<file path="src/rtl/tube_pkg.sv">
// Shared types and constants for the 7-segment tube scan controller.
package tube_pkg;

    typedef enum logic [2:0] {
        ST_IDLE,
        ST_LOAD,
        ST_REQ,
        ST_WAIT_DONE,
        ST_DWELL,
        ST_OFF
    } state_e;

    // Word handed to the serial driver; seg_n is shifted out first.
    typedef struct packed {
        logic [7:0] seg_n;
        logic [7:0] sel_n;
    } tube_word_t;

    // Active-low {dp,g,f,e,d,c,b,a} patterns for hex 0..F, entry 0 rightmost.
    localparam logic [15:0][7:0] SEG_TABLE = {
        8'h8E, 8'h86, 8'hA1, 8'hC6, 8'h83, 8'h88, 8'h90, 8'h80,
        8'hF8, 8'h82, 8'h92, 8'h99, 8'hB0, 8'hA4, 8'hF9, 8'hC0
    };

    localparam logic [7:0]  SEG_BLANK = 8'hFF;
    localparam logic [15:0] WORD_OFF  = 16'hFFFF;

endpackage

</file>
<file path="src/rtl/tube_scan_ctrl_hex_to_seg.sv">
// Hex nibble to active-low segment byte, with blanking and decimal point.
module hex_to_seg
    import tube_pkg::*;
(
    input  logic [3:0] nibble,
    input  logic       dp,
    input  logic       blank,
    output logic [7:0] seg_n_c
);

    logic [7:0] base;

    // Decimal point survives blanking so a lone dot can still be shown.
    always_comb begin
        base    = blank ? SEG_BLANK : SEG_TABLE[nibble];
        seg_n_c = {base[7] & ~dp, base[6:0]};
    end

endmodule

</file>
<file path="src/rtl/tube_scan_ctrl.sv">
// Round-robin digit scanner feeding the 74HC595 serial driver one word per digit.
module tube_scan_ctrl
    import tube_pkg::*;
#(
    parameter int unsigned DIGITS   = 6,
    parameter int unsigned DWELL    = 50000,
    parameter int unsigned BLANK_LZ = 0,
    parameter int unsigned TIMEOUT  = 1024
) (
    input  logic                  sysclk,
    input  logic                  rstn,
    input  logic                  disp_en,
    input  logic [4*DIGITS-1:0]   disp_data,
    input  logic [DIGITS-1:0]     dot_en,
    output logic                  req_tx,
    output logic [15:0]           data_tx,
    input  logic                  tx_done,
    output logic [2:0]            digit_idx,
    output logic                  err_timeout
);

    localparam int unsigned DATA_W = 4 * DIGITS;
    localparam int unsigned DW_W   = $clog2(DWELL + 1);
    localparam int unsigned TO_W   = $clog2(TIMEOUT + 1);

    state_e              state_q, state_d;
    logic [2:0]          idx_q, idx_d;
    tube_word_t          data_tx_q, data_tx_d;
    logic                req_tx_q, req_tx_d;
    logic                err_q, err_d;
    logic [DW_W-1:0]     dwell_q, dwell_d;
    logic [TO_W-1:0]     tmo_q, tmo_d;
    logic [DATA_W-1:0]   snap_data_q, snap_data_d;
    logic [DIGITS-1:0]   snap_dot_q, snap_dot_d;

    logic [DATA_W-1:0]   src_data;
    logic [DIGITS-1:0]   src_dot;
    logic [3:0]          nib;
    logic                dp;
    logic                nz_above;
    logic                blank;
    logic [7:0]          sel_n;
    logic [7:0]          seg_n;

    // Digit 0 loads in the same cycle the frame snapshot is taken, so read live inputs then.
    always_comb begin
        src_data = (idx_q == 3'd0) ? disp_data : snap_data_q;
        src_dot  = (idx_q == 3'd0) ? dot_en    : snap_dot_q;
        nib      = 4'h0;
        dp       = 1'b0;
        nz_above = 1'b0;
        for (int i = 0; i < int'(DIGITS); i++) begin
            if (idx_q == 3'(i)) begin
                nib = src_data[4*i +: 4];
                dp  = src_dot[i];
            end
            if ((3'(i) >= idx_q) && (src_data[4*i +: 4] != 4'h0)) begin
                nz_above = 1'b1;
            end
        end
        blank        = (BLANK_LZ != 0) && (idx_q != 3'd0) && !nz_above;
        sel_n        = 8'hFF;
        sel_n[idx_q] = 1'b0;
    end

    hex_to_seg u_hex_to_seg (
        .nibble  (nib),
        .dp      (dp),
        .blank   (blank),
        .seg_n_c (seg_n)
    );

    always_comb begin
        state_d     = state_q;
        idx_d       = idx_q;
        data_tx_d   = data_tx_q;
        req_tx_d    = 1'b0;
        err_d       = err_q;
        dwell_d     = dwell_q;
        tmo_d       = tmo_q;
        snap_data_d = snap_data_q;
        snap_dot_d  = snap_dot_q;

        case (state_q)
            ST_IDLE: begin
                if (disp_en) begin
                    state_d = ST_LOAD;
                    idx_d   = 3'd0;
                end
            end
            ST_LOAD: begin
                if (idx_q == 3'd0) begin
                    snap_data_d = disp_data;
                    snap_dot_d  = dot_en;
                end
                data_tx_d = '{seg_n: seg_n, sel_n: sel_n};
                req_tx_d  = 1'b1;
                state_d   = ST_REQ;
            end
            ST_REQ: begin
                tmo_d   = '0;
                state_d = ST_WAIT_DONE;
            end
            ST_WAIT_DONE: begin
                if (tx_done) begin
                    dwell_d = '0;
                    state_d = ST_DWELL;
                end else if (tmo_q == TO_W'(TIMEOUT - 1)) begin
                    err_d    = 1'b1;
                    req_tx_d = 1'b1;
                    state_d  = ST_REQ;
                end else begin
                    tmo_d = tmo_q + 1'b1;
                end
            end
            ST_DWELL: begin
                if (dwell_q == DW_W'(DWELL - 1)) begin
                    idx_d = (idx_q == 3'(DIGITS - 1)) ? 3'd0 : idx_q + 3'd1;
                    if (disp_en) begin
                        state_d = ST_LOAD;
                    end else begin
                        data_tx_d = WORD_OFF;
                        req_tx_d  = 1'b1;
                        tmo_d     = '0;
                        state_d   = ST_OFF;
                    end
                end else begin
                    dwell_d = dwell_q + 1'b1;
                end
            end
            ST_OFF: begin
                // The cycle carrying req_tx is the issue slot; waiting starts after it.
                if (!req_tx_q) begin
                    if (tx_done) begin
                        state_d = ST_IDLE;
                    end else if (tmo_q == TO_W'(TIMEOUT - 1)) begin
                        err_d    = 1'b1;
                        req_tx_d = 1'b1;
                        tmo_d    = '0;
                    end else begin
                        tmo_d = tmo_q + 1'b1;
                    end
                end
            end
            default: state_d = ST_IDLE;
        endcase
    end

    always_ff @(posedge sysclk) begin
        if (!rstn) begin
            state_q     <= ST_IDLE;
            idx_q       <= 3'd0;
            data_tx_q   <= WORD_OFF;
            req_tx_q    <= 1'b0;
            err_q       <= 1'b0;
            dwell_q     <= '0;
            tmo_q       <= '0;
            snap_data_q <= '0;
            snap_dot_q  <= '0;
        end else begin
            state_q     <= state_d;
            idx_q       <= idx_d;
            data_tx_q   <= data_tx_d;
            req_tx_q    <= req_tx_d;
            err_q       <= err_d;
            dwell_q     <= dwell_d;
            tmo_q       <= tmo_d;
            snap_data_q <= snap_data_d;
            snap_dot_q  <= snap_dot_d;
        end
    end

    assign req_tx      = req_tx_q;
    assign data_tx     = data_tx_q;
    assign digit_idx   = idx_q;
    assign err_timeout = err_q;

endmodule

</file>
<file path="config.mk">
export PLATFORM = sky130hd
export DESIGN_NAME = tube_scan_ctrl
export DESIGN_NICKNAME = d
export VERILOG_FILES = /design/src/rtl/tube_pkg.sv /design/src/rtl/tube_scan_ctrl_hex_to_seg.sv /design/src/rtl/tube_scan_ctrl.sv
export SDC_FILE = /design/constraint.sdc
export NUM_CORES = 1
export LEC_CHECK = 0
export ABC_AREA = 1
export CAP_MARGIN = 30
export CORE_UTILIZATION = 56
export CTS_CLUSTER_SIZE = 16
export DETAILED_ROUTE_END_ITERATION = 7
export GPL_TIMING_DRIVEN = 0
export HOLD_SLACK_MARGIN = 0.05
export PLACE_DENSITY = 0.8
export SLEW_MARGIN = 20
export SYNTH_ARGS = -nofsm -noshare
export SYNTH_HDL_FRONTEND = slang
export SYNTH_SLANG_ARGS = --single-unit
export TNS_END_PERCENT = 5
</file>
<file path="constraint.sdc">
create_clock -name sysclk -period 2.4 [get_ports sysclk]
set_clock_uncertainty 0.1 [all_clocks]
set_input_delay 0.36 -clock sysclk [delete_from_list [all_inputs] [get_ports sysclk]]
set_output_delay 0.36 -clock sysclk [all_outputs]
set_load 0.005 [all_outputs]
</file>
# ---- Word-level counts from Yosys, hierarchy flattened
# Memory sizes are Yosys's and may differ from the RTL's.
# Index checks and enable logic that the tools add are counted.
dict set report word_totals {
  register_bits 81
  rom_bits 128
  input_bits 34
  out_inout_bits 21
  elab_cells 110
  mem_count 1
}
dict set report op_classes {
  add_sub_neg 3
  order_cmp 3
  n_eq_ne 23
  muxes 53
  bitwise 3
  reduce_logical 14
}
# name depth width read_ports rd_ports_with_merged_regs write_ports line_no
set memory_table {}
lappend memory_table {{(no name shown)} 16 8 1 0 0 tube_scan_ctrl_hex_to_seg.sv:15} ;# base = blank ? SEG_BLANK : SEG_TABLE[nibble];
# cell n
set op_table {}
lappend op_table {{$mux 11} 7}
lappend op_table {{$mux 16} 4}
lappend op_table {{$pmux 16 s2} 2}
lappend op_table {{$pmux 11 s4} 1}
lappend op_table {{$mux 3} 10}
lappend op_table {{$mux 24} 1}
lappend op_table {{$mux 4} 6}
lappend op_table {{$ne 2x2->1 const B} 10}
lappend op_table {{$pmux 3 s6} 1}
lappend op_table {{$add 16x1->16 const B} 1}
lappend op_table {{$eq 16x16->1 const B} 1}
lappend op_table {{$mux 1} 15}
lappend op_table {{$eq 3x2->1 const B} 4}
lappend op_table {{$eq 3x3->1 const B} 4}
lappend op_table {{$add 11x1->11 const B} 1}
lappend op_table {{$eq 11x10->1 const B} 1}
lappend op_table {{$reduce_and 3->1} 3}
lappend op_table {{$mux 8} 1}
lappend op_table {{$not 8->8} 1}
lappend op_table {{$reduce_bool 2->1} 4}
lappend op_table {{$reduce_and 7->1} 1}
lappend op_table {{$eq 3x1->1 const B} 2}
lappend op_table {{$logic_not 3->1} 2}
lappend op_table {{$mux 6} 1}
lappend op_table {{15 further kinds} 15}

# ---- Longest topological paths before layout
dict set report depth {
  word_depth 12
  ltp_mapped 18
  depth_no_buf 17
}

# ---- Hierarchy
# A second synthesis with hierarchy kept.
dict set report hier_totals {
  hier_cells 655
  area_unflattened_um2 4326.6
}
# mod instances cells_each area_per_inst_um2 seq_area_each_um2
set modules_own_cells {}
lappend modules_own_cells {tube_scan_ctrl 1 603 4028.9 1521.5}
lappend modules_own_cells {hex_to_seg 1 52 297.8 0.0}

# ---- Least setup slack after synthesis
# Ideal clock, no wire load.
dict set report synth_path {
  path_type {register -> register}
  start {register idx_q[0], in the netlist digit_idx[0]}
  end {register data_tx_q, in the netlist data_tx[11]}
  setup_time_ns 0.112
  arrival_ns 2.085
  required_time_ns 2.188
  path_slack_ns 0.103
  stages_incl_launch_ff 17
  n_path_buf 1
  period_less_slack_ns 2.297
  path_cell_list {dfxtp_1 > buf_2 > nand2_1 > inv_1 > ha_1 > inv_1 > nand2_1 > nand2_1 > a21oi_2 > inv_1 > ha_1 > nand3_1 > nand2_1 > nand2_1 > nand3_1 > nand2_1 > nand2_1}
}
dict set report synth_via {
  elab_chain_cells 11
  elab_cells_between_ends 16
  classes_between {eq/ne: 5; mux: 9; reduce/logical: 1; memory: 1}
}
# item line_no
set synth_lines {}
lappend synth_lines {{start, declared} tube_scan_ctrl.sv:27} ;# logic [2:0] idx_q, idx_d;
lappend synth_lines {{start signal, assigned} tube_scan_ctrl.sv:162} ;# idx_q <= idx_d;
lappend synth_lines {{$logic_not 3->1} {tube_scan_ctrl.sv:47, tube_scan_ctrl.sv:53}}
lappend synth_lines {{$mux 24} --}
lappend synth_lines {{$mux 4 (5 in series)} tube_scan_ctrl.sv:53} ;# if (idx_q == 3'(i)) begin
lappend synth_lines {{$mux 4 (*)} tube_scan_ctrl.sv:53}
lappend synth_lines {{$mem_v2 16x8 (*)} --}
lappend synth_lines {{$mux 8 (not written as such) (*)} tube_scan_ctrl_hex_to_seg.sv:15}
lappend synth_lines {{$pmux 16 s2 (*)} tube_scan_ctrl.sv:84} ;# case (state_q)
lappend synth_lines {{end signal, assigned} tube_scan_ctrl.sv:163} ;# data_tx_q <= data_tx_d;
lappend synth_lines {{end, declared} tube_scan_ctrl.sv:28} ;# tube_word_t data_tx_q, data_tx_d;
# Mark *: on every way between the ends. The rest lies on a longest branch, timed or not. The select of a mux whose other input is x is not followed.
# A chain may end at the register's enable or synchronous reset.

# ---- Worst setup path after layout
dict set report layout_path {
  start {register idx_q[0], in the netlist digit_idx[0]}
  end {register data_tx_q, in the netlist data_tx[8]}
}
# The elaborated chain is that of the path after synthesis.

==> reports/results.tsv <==
metric	value	unit
Synth area leaders	dfxtp_1 35%, nand2_1 13%, nand3_1 6.3%	
vias per std cell	5.597	
Die Y	89.67	um
period utilization	95.01	%
Synth Register Bits	76	
static leakage	0.002226	uW
Endpoint, Worst Hold	snap_data_q[23]	
cts bufs inserted	9	
total grt overflow	0	
Fin. Hold Viols	0	
met2 wire length	5382	um
Final min period	2.280	ns
top cell type's share of synthesized area	35.35	%
Routed WL	11490	um
initial core utilization	58.71	%
Post-Synthesis Cells	638	
# clock sinks	76	
layout cells sized above 1	15.03	%
number of library cell types mapped by synthesis	46	
vias in the first global route	4093	
DP Wirelength	8207	um
overall routing resource usage	29.92	%
worst slack, placed	-0.3727	ns
status	finished clean	
Setup TNS Final	0	ns
Critical Path Fanout Max	10	
Layout area overhead	23.34	%
Vias	4539	
Net Count, Synth	681	
Synth Warn #	0	
Rel. slew slack	58.26	%
Worst Setup Path Type	reg2reg	
Clock Root Buffer	clkbuf_8	
metal1 wirelength	5019	um
first-pass GRT wire length	18440	um
Slew @ Worst Pin	0.6260	ns
met3 WL post-DR	709	um
CTS max path bufs	2	
RR Startpoint	digit_idx[0]	
Avg Synthesized Cell Area	6.746	um2
RePlAce Congestion	0.9432	
largest net degree at the start of global routing	13	
Final Worst Setup Slack	0.1197	ns
cell taking the most area after synthesis	dfxtp_1	
initial antenna violation count	0	
Seq/Total Area, Yosys	35.35	%
Reg2Reg Capture Point	data_tx[8]	
Critical Path Sink Type	flop	
core area	7331	um2
Initial DRC Count	244	
clock latency at the later pin of the worst-skew pair	0.36	ns
FP Rows	31	
die area	8041	um2
maximum vdd drop	0.6530	mV
# IOs	55	
TritonCTS clock tree	yes	
Worst Reg-to-Reg Cells	17	
die width	89.67	um
CP required	2.55	ns
crit path DAT	2.43	ns
crit path launch type	flop	
R2R Setup Slk	0.12	ns
MaxCap Viol Count	0	
Ant. Diodes	0	
WHS Path Cells	2	
FMAX	0.4385	GHz
Setup violations, final	0	
wire per inst	14.17	um
Max Used Layer	met4	
Pwr per Cell Area	1061	nW/um2
Pins Over Slew Limit	0	
Remaining DRCs	0	
Worst Hold Launch	snap_data_q[23]	
Mapped Area	4304	um2
min-delay worst type	reg2reg	
first drt pass iteration count	5	
CTS clk-pin slew, worst paths	0.08	ns
ANT nets after route	0	
nets	750	
port buffer count	54	
H-Tree Depth	3	
[final cells by class]
class | instances | area [um2]
Multi-Input combinational cell | 464 | 2446
Tap cell | 99 | 123.9
Timing Repair Buffer | 58 | 574.3
Buffer | 22 | 123.9
Sequential cell | 76 | 1533
Clock buffer | 12 | 145.1
Clock inverter | 4 | 72.57
Inverter | 76 | 290.3
Fill cell | 616 | 2022
[cells by family (layout without fill, tap and decap cells)]
logic type,count (synthesis),after routing,share of synthesized area (%)
buffers and inverters,98,172,9.389
and+or+nand+nor,336,336,35.70
AOI/OAI and AO/OA,110,110,15.12
adders and majority gates,9,9,2.616
DFF,76,76,35.35
xor gates and xnor gates,9,9,1.831
[worst max-delay path by stage]
stage / startpoint / endpoint / slack [ns] / cells past startpoint
finish: digit_idx[0] / data_tx[8] / 0.12 / 17
global route: digit_idx[0] / data_tx[13] / -0.02 / 16
CTS: digit_idx[1] / data_tx[11] / 0.02 / 17
floorplan: digit_idx[0] / data_tx[11] / 0.10 / 16
global placement: digit_idx[0] / data_tx[11] / -0.32 / 16
detailed placement: digit_idx[0] / data_tx[11] / -0.37 / 16
[power by group]
part	internal [uW]	switching, uW	total (uW)	leakage [uW]
logic	1020	1700	2720	0.00150
clock network	614	480	1090	0.000107
registers	1600	227	1820	0.000623
total	3220	2410	5630	0.00223
[layer usage]
metal  vias to the layer above  global-route usage, %
li1                       2217                      -
met1                      2093                  38.44
met2                       193                  49.52
met3                        36                  4.570
met4                         0                  13.71
met5                         -                      0
[cell usage in the layout, fill, tap and decap left out, drive strengths merged, types with 4 or more instances in the layout]
master,count
nand2,161
xor2,6
nand4,12
buf,15
clkbuf,23
nor3,10
nor4,4
nand3,57
o21ai,52
or2,4
inv,75
dfxtp,76
a211oi,7
clkdlybuf4s50,54
o211ai,6
a21oi,37
ha,9
nor2,85
[critical path: stages, from the launching register on]
cell	delay, ns
dfxtp_4	0.37
buf_6	0.15
nand2_2	0.08
inv_1	0.06
ha_4	0.18
o21ai_1	0.08
inv_1	0.07
o21ai_2	0.05
nand2_1	0.11
a21oi_4	0.25
inv_2	0.09
ha_2	0.20
nand2_1	0.09
nand2_1	0.09
nand2_1	0.08
nand2_1	0.05
nand2_1	0.05
nand2_1	0.04
[through the flow]
step	power [uW]	hold WS (ns)	cells	cell area (um2)	utilization [%]
after detailed placement	4309	0.3493	791	4969	67.78
after floorplan	3566	0.3305	638	4304	-
after global placement	4224	0.3398	791	4969	67.78
after global routing	6047	0.3786	811	5309	72.42
final	5633	0.3589	811	5309	72.42
after CTS	5461	0.3607	808	5228	71.31
[state kept, by name (all words and copies together), names as in the netlist]
register	cells
digit_idx	3
tmo_q	11
req_tx	1
snap_data_q	20
err_timeout	1
data_tx	16
dwell_q	16
state_q	3
snap_dot_q	5
[Yosys cell counts, drive strengths merged]
master   count
clkinv       1
o21ai       52
a22o         2
nor3        10
o21bai       1
inv         75
clkbuf      11
nor3b        1
xnor2        3
a31oi        1
nor2        85
nand4       12
nand3b       2
a211oi       7
nand2      161
o31ai        1
o2111ai      1
dfxtp       76
a21boi       1
o211ai       6
o22ai        1
nor4         4
xor2         6
or2          4
a21oi       37
ha           9
nand3       57
buf         11
[timing repair]
action | in CTS | in global routing
endpoints found under the setup margin | 7 | 35
pin swaps | 3 | 4
setup buffers | 1 | 3
resized for setup | 9 | 22
hold buffers | 0 | 0
Power figures use the tool's default switching activity.
